==> config.mk <==
export PLATFORM = sky130hd
export DESIGN_NAME = spi_master
export DESIGN_NICKNAME = d
export VERILOG_FILES = /design/src/rtl/spi_master.sv
export SDC_FILE = /design/constraint.sdc
export NUM_CORES = 1
export LEC_CHECK = 0
export ABC_AREA = 0
export BUFFER_PORTS_ARGS = -buffer_cell sky130_fd_sc_hd__buf_2
export CAP_MARGIN = 10
export CORE_UTILIZATION = 42
export DETAILED_ROUTE_END_ITERATION = 12
export HOLD_SLACK_MARGIN = 0.06
export MAX_ROUTING_LAYER = met4
export RECOVER_POWER = 100
export SYNTH_ARGS = -nofsm -noshare
export SYNTH_HDL_FRONTEND = slang
export SYNTH_SLANG_ARGS = --single-unit
==> constraint.sdc <==
create_clock -name clk -period 2.79 [get_ports clk]
set_clock_uncertainty 0.1 [all_clocks]
set_input_delay 0 -clock clk [delete_from_list [all_inputs] [get_ports clk]]
set_output_delay 0 -clock clk [all_outputs]
set_load 0.1 [all_outputs]
==> src/rtl/spi_master.sv <==
// rtl/spi_master.sv - SPI mode-0 bus initiator converting a byte stream to sclk/mosi/ssel.
// Build option SPI_MASTER_RX_EN enables miso capture; without it rx_data/rx_valid stay 0.
module spi_master #(
   parameter int CLK_DIV  = 4,
   parameter int CS_SETUP = 4,
   parameter int CS_HOLD  = 4,
   parameter int CS_IDLE  = 4
) (
   input  logic       clk,
   input  logic       rst_n,
   input  logic [7:0] tx_data,
   input  logic       tx_last,
   input  logic       tx_valid,
   output logic       tx_ready,
   output logic [7:0] rx_data,
   output logic       rx_valid,
   output logic       busy,
   output logic       sclk,
   output logic       mosi,
   input  logic       miso,
   output logic       ssel
);

   localparam int MAX_AB = (CLK_DIV > CS_SETUP) ? CLK_DIV : CS_SETUP;
   localparam int MAX_CD = (CS_HOLD > CS_IDLE) ? CS_HOLD : CS_IDLE;
   localparam int MAX_PH = (MAX_AB > MAX_CD) ? MAX_AB : MAX_CD;
   localparam int CNT_W  = $clog2(MAX_PH + 1);

   localparam logic [CNT_W-1:0] DIV_END   = CNT_W'(CLK_DIV - 1);
   localparam logic [CNT_W-1:0] SETUP_END = CNT_W'(CS_SETUP - 1);
   localparam logic [CNT_W-1:0] HOLD_END  = CNT_W'(CS_HOLD - 1);
   localparam logic [CNT_W-1:0] GAP_END   = CNT_W'(CS_IDLE - 1);

   typedef enum logic [2:0] {
      IDLE,
      SETUP,
      LOW,
      HIGH,
      NEXT,
      HOLD,
      GAP
   } state_t;

   state_t           state;
   state_t           state_nxt;
   logic [CNT_W-1:0] phase_cnt;
   logic [2:0]       bit_cnt;
   logic [7:0]       shift_reg;
   logic             last_r;
   logic             accept;
   logic             sample;
   logic             high_end;
   logic             last_bit;
   logic             miso_bit;

   assign tx_ready = (state == IDLE) || (state == NEXT);
   assign accept   = tx_valid && tx_ready;
   assign sample   = (state == HIGH) && (phase_cnt == '0);
   assign high_end = (state == HIGH) && (phase_cnt == DIV_END);
   assign last_bit = (bit_cnt == 3'd7);

   always_comb begin
      state_nxt = state;
      case (state)
         IDLE:    if (tx_valid) state_nxt = SETUP;
         SETUP:   if (phase_cnt == SETUP_END) state_nxt = LOW;
         LOW:     if (phase_cnt == DIV_END) state_nxt = HIGH;
         HIGH:    if (high_end) state_nxt = !last_bit ? LOW : (last_r ? HOLD : NEXT);
         NEXT:    if (tx_valid) state_nxt = LOW;
         HOLD:    if (phase_cnt == HOLD_END) state_nxt = GAP;
         GAP:     if (phase_cnt == GAP_END) state_nxt = IDLE;
         default: state_nxt = IDLE;
      endcase
   end

   // Phase counter restarts on every state change; it is parked in the open-ended waits.
   always_ff @(posedge clk or negedge rst_n) begin
      if (!rst_n) begin
         state     <= IDLE;
         phase_cnt <= '0;
      end else begin
         state <= state_nxt;
         if ((state_nxt != state) || (state == IDLE) || (state == NEXT))
            phase_cnt <= '0;
         else
            phase_cnt <= phase_cnt + 1'b1;
      end
   end

   // Pins are registered from the next state so they line up exactly with the state cycles.
   always_ff @(posedge clk or negedge rst_n) begin
      if (!rst_n) begin
         shift_reg <= '0;
         last_r    <= 1'b0;
         bit_cnt   <= '0;
         mosi      <= 1'b0;
         sclk      <= 1'b0;
         ssel      <= 1'b1;
         busy      <= 1'b0;
      end else begin
         sclk <= (state_nxt == HIGH);
         ssel <= (state_nxt == IDLE) || (state_nxt == GAP);
         busy <= (state_nxt != IDLE);

         if (accept) begin
            shift_reg <= tx_data;
            last_r    <= tx_last;
         end else if (sample) begin
            shift_reg <= {shift_reg[6:0], miso_bit};
         end

         if (accept)
            mosi <= tx_data[7];
         else if (high_end)
            mosi <= shift_reg[7];

         if ((state == IDLE) && accept)
            bit_cnt <= '0;
         else if (high_end)
            bit_cnt <= bit_cnt + 1'b1;
      end
   end

`ifdef SPI_MASTER_RX_EN
   logic byte_done;

   assign miso_bit  = miso;
   assign byte_done = high_end && last_bit;

   always_ff @(posedge clk or negedge rst_n) begin
      if (!rst_n) begin
         rx_data  <= '0;
         rx_valid <= 1'b0;
      end else begin
         rx_valid <= byte_done;
         if (byte_done)
            rx_data <= shift_reg;
      end
   end
`else
   logic unused_miso;

   assign unused_miso = miso;
   assign miso_bit    = 1'b0;
   assign rx_data     = '0;
   assign rx_valid    = 1'b0;
`endif

endmodule
Word level (Yosys, flattened, before mapping):

Cells that the tools add are included.

* logic and storage cells: 54
* flip-flop bits (word level): 22
* bits in writable memories: 0
* output and inout bits: 14
* bits in read-only memories: 0
* input bits: 13
* latch bits: 0
* memories kept: 0

* bitwise operators: 0
* $add $sub $neg: 2
* magnitude comparators: 0
* muxes and demuxes: 17
* reduce and logical (&&, ||, !) cells: 15
* div/mod/pow operators: 0
* eq/ne operators: 11
* shift operators: 0
* $mul: 0

Operator list (count)
* $mux W3: 11
* $pmux W3 S7: 1
* $mux W8: 2
* $eq A3 B3 Y1 const B: 5
* $eq A3 B2 Y1 const B: 4
* $logic_not A3 Y1: 3
* $add A3 B1 Y3 const B: 2
* $reduce_bool A2 Y1: 3
* $logic_and A1 B1 Y1: 4
* $logic_or A1 B1 Y1: 4
* $eq A3 B1 Y1 const B: 1
* $mux W1: 3
* $ne A3 B3 Y1: 1
* $reduce_bool A3 Y1: 1

Logic depth before layout (Yosys ltp):

* depth after elaboration: 8
* gate-level depth with buffers: 7
* gate-level depth less buffers: 6

Worst setup path after synthesis:

OpenSTA, ideal clock, no wires.

* kind: register to register
* from: reg state[1]
* to: reg phase_cnt[0]
* arrival time: 2.136 ns
* slack: 0.425 ns
* data required time: 2.561 ns
* cell stages (with the launch flop): 6
* clock period less this slack: 2.365 ns
* buffers on the path: 1
* library setup time: 0.129 ns
* cells stage by stage: dfrtp_1 -> buf_2 -> nor2_1 -> nor2_1 -> o21ai_0 -> nor2_1

* word-level cells in the longest chain between the ends: 8
* elaborated cells between the ends (all ways): 20

RTL lines
* start, declared: RTL line 44 `state_t state;`
* start signal, assigned: RTL line 82 `state <= state_nxt;`
* $eq A3 B2 Y1: RTL line 59, 64
* $logic_and A1 B1 Y1: RTL line 59 `assign high_end = (state == HIGH) && (phase_cnt == DIV_END);`
* $mux W3: RTL line 68 `HIGH: if (high_end) state_nxt = !last_bit ? LOW : (last_r ? HOLD : NEXT);`
* $pmux W3 S7: RTL line 64 `case (state)`
* $ne A3 B3 Y1: RTL line 83 `if ((state_nxt != state) || (state == IDLE) || (state == NEXT))`
* $logic_or A1 B1 Y1: RTL line 83
* $logic_or A1 B1 Y1 *: RTL line 83
* $mux W3 *: RTL line 83
* end signal, assigned: RTL line 86 `phase_cnt <= phase_cnt + 1'b1;`
* end, declared: RTL line 46 `logic [CNT_W-1:0] phase_cnt;`

Mark *: on every way between the ends. The rest lies on a longest branch, timed or not.
A chain may end at the register's enable or synchronous reset.

Worst setup path in the final report:

* from: reg state[1]
* to: reg shift_reg[7]

* word-level cells in the longest chain between the ends: 4
* elaborated cells between the ends (all ways): 8

RTL lines
* $eq A3 B3 Y1 or $logic_not A3 Y1 (tied branches): RTL line 56 `assign tx_ready = (state == IDLE) || (state == NEXT);`
* $logic_or A1 B1 Y1: RTL line 56
* $logic_and A1 B1 Y1: RTL line 57 `assign accept = tx_valid && tx_ready;`
* $mux W8 or $reduce_bool A2 Y1 (tied branches)
* end signal, assigned: RTL line 106 `shift_reg <= tx_data;`
* end signal, assigned: RTL line 109 `shift_reg <= {shift_reg[6:0], miso_bit};`
* end, declared: RTL line 48 `logic [7:0] shift_reg;`

Several ways; a longest one is shown, not always the timed one.

==> summary.md <==
| Metric | Value |
|---|---|
| Status | finished clean |
| Core box area | 2780 um^2 |
| CTS tree | built |
| Power per cell area | 1150 nW/um^2 |
| Worst VDD drop | a little over 0.0009 V |
| Crit end category | flop |
| Layout cells sized above 1 | 14.8% |
| DRT Pass-1 Iters | 4 |
| Number of flops mapped to enable cells by yosys | 0 |
| Comb pwr share | approximately half |
| Setup_tns | 0 ns |
| RSZ-0062 raised after global routing | false |
| Yosys top cell area share | 42.5% |
| Vias | a little under 900 |
| IO buf count | 16 |
| Post-route ant nets | 0 |
| Switch Pwr | 775 uW |
| Area leader, netlist | dfrtp_1 |
| Startpoint Class | flop |
| Overflow after GRT | 0 |
| Post-synth ARST share | 100% |
| Fmax | 444 MHz |
| Sequential area share after synthesis | 44.6% |
| Final Util | about half |
| Switching share of total power | 47.8% |
| Starting density of the core | 44.5% |
| Sequential share of power | between 30% and 40% |
| Slowest CP cell | or3b_1 |
| Postcts setup bufs | 0 |
| Vias in the first global route | 833 |
| P_int | 847 uW |
| Die Width | around 56 um |
| Vias per cell | 4.95 |
| Max-slew headroom | 19.2% |
| Die ar. | 3170 um^2 |
| Slew of the pin with the lowest slew margin | between 1 and 1.5 ns |
| # rows | 19 |
| Worst path max stage delay | 0.64 ns |
| Top Ports | 27 |
| Initial antenna violation count | 0 |
| Synthesis Warnings | 0 |
| H-tree depth | 1 |
| Crit Path Category | flop to flop |
| Main area contributors after synthesis | dfrtp_1, mux2i_1, buf_4 |
| CTS sink count | 22 |
| GPL Wtd Cong | 0.841 |
| Total of max-cap violations | 0 |
| Mapped Area | 1240 um^2 |
| Clk slew on worst S/H paths | 0.13 ns |
| Clock root cell | clkbuf_4 |
| Avg Cell Area, Syn | 9.98 um^2 |
| Final #Nets | 168 |
| Power share of the clock group | 14.9% |
| Max reg flops | 8 |
| P_leak | 0.000674 uW |
| Top_reg_cell synth | dfrtp_1 |
| Drc violations | 0 |
| Worst skew pair latency | 0.30 ns |
| CTS max path bufs | 2 |
| CP Cell Sequence | or3b_1, o41ai_4, clkbuf_1, nor2_1, a31oi_1 |
| Synth cell types | 35 |
| Crit path max fanout | 16 |
| Top-count cell post-synth | dfrtp_1 |
| Initial DRC count | 24 |
| Final Cycle Share | 80.8% |
| Final min period | 2.25 ns |
| Final hold vios | 0 |
| Final Max Slew Viols | 0 |
| CTS buffer count | 3 |
| Post-CTS sizing | 0 |
| Count of final setup violators | 0 |
| Yosys reg bits | 22 |
| Total wire length | 2060 um |
| WL/cell | 11.5 um |
| Largest net degree at the start of global routing | 23 |
| Crit path arrival time | 2.38 ns |
| Mapped Cells | 124 |
| Top cells by count, synth | dfrtp_1, nor2_1, buf_4, inv_1, nand2_1 |
| DIE HEIGHT | 56.3 um |
| Final HPWL DP | 1460 um |
| Global-route wire length before repair | 3590 um |
| Ant. Diodes | 0 |
| Layout area overhead | 14.1% |
| Global Route Usage Sum | 14.7% |
| CP required | 2.92 ns |
| Worst hold path type | input port to async pin |
[power groups by stage]
stage / clock, uW / combinational [uW] / sequential (uW)
after floorplan: 0 / 591 / 721
after global placement: 0 / 807 / 575
after detailed placement: 0 / 823 / 582
after CTS: 251 / 839 / 574
after global routing: 264 / 893 / 595
final: 241 / 806 / 575
[metrics by stage]
| stage | area [um^2] | total power, uW | hold WS (ns) | instances | setup WS [ns] |
|---|---|---|---|---|---|
| 2_1_floorplan | 1270 | 1310 | -0.396 | 132 | 0.425 |
| 3_3_place_gp | 1270 | 1380 | -0.108 | 165 | 0.864 |
| 3_5_place_dp | 1270 | 1410 | -0.0961 | 165 | 0.832 |
| 4_1_cts | 1430 | 1660 | 0.0895 | 180 | 0.804 |
| 5_1_grt | 1410 | 1750 | 0.344 | 180 | 0.347 |
| 6_report | 1410 | 1620 | 0.347 | 180 | 0.536 |
[final timing paths]
kind,from,to,slack (ns),cells after the start
worst max-delay path,state[1],shift_reg[7],0.54,5
worst min-delay path,rst_n,busy,0.35,2
worst max register to register,state[1],shift_reg[7],0.54,5
worst min register to register,phase_cnt[0],phase_cnt[0],0.37,1
max in group asynchronous,rst_n,phase_cnt[1],1.52,2
min in group clk,tx_data[0],shift_reg[0],0.35,4
[cells in the final DEF (no fill, tap or decap), types with 3 or more instances in the layout]
cell type / n
inv_1: 9
clkbuf_1: 7
nand2_1: 9
mux2i_1: 7
clkbuf_4: 3
conb_1: 9
ha_1: 5
a21oi_1: 8
nor2_1: 16
dfrtp_1: 21
o21ai_0: 5
dlygate4sd3_1: 11
buf_2: 10
[routing by layer]
layer / share of wire, % / GRT usage (%)
met1: 50 / 19.7
met2: 45 / 23.5
met3: 3.2 / 2.76
met4: 0.92 / 3.14
met5: 0 / -
[cell families after synthesis]
| group | share of synthesized area [%] |
|---|---|
| fa+ha+maj | 5.06 |
| compound gates | 16.3 |
| flops | 44.6 |
| other cells | 0.303 |
| buf+inv | 12.8 |
| mux | 7.48 |
| simple gates | 13.4 |
[critical path, delay by kind of cell (launching register included)]
family                 cells  cell delay, ns
AO/OA/AOI/OAI              2            0.27
buffers and inverters      1            0.52
flip-flops                 1            0.55
AND/OR/NAND/NOR            2            0.72
[area by class of cell]
cell class / instances / area, um^2
Multi-Input combinational cell: 86 / 548
Clock inverter: 1 / 30.0
Tap cell: 31 / 38.8
Sequential cell: 22 / 552
Fill cell: 256 / 1370
Clock buffer: 3 / 22.5
Inverter: 9 / 33.8
Timing Repair Buffer: 28 / 186
[repair_timing]
| item | 4_1_cts | 5_1_grt |
|---|---|---|
| setup endpoints to repair | 0 | 0 |
| endpoints found under the hold margin | 34 | 0 |
| hold buffers | 11 | 0 |
Power figures use the tool's default switching activity.
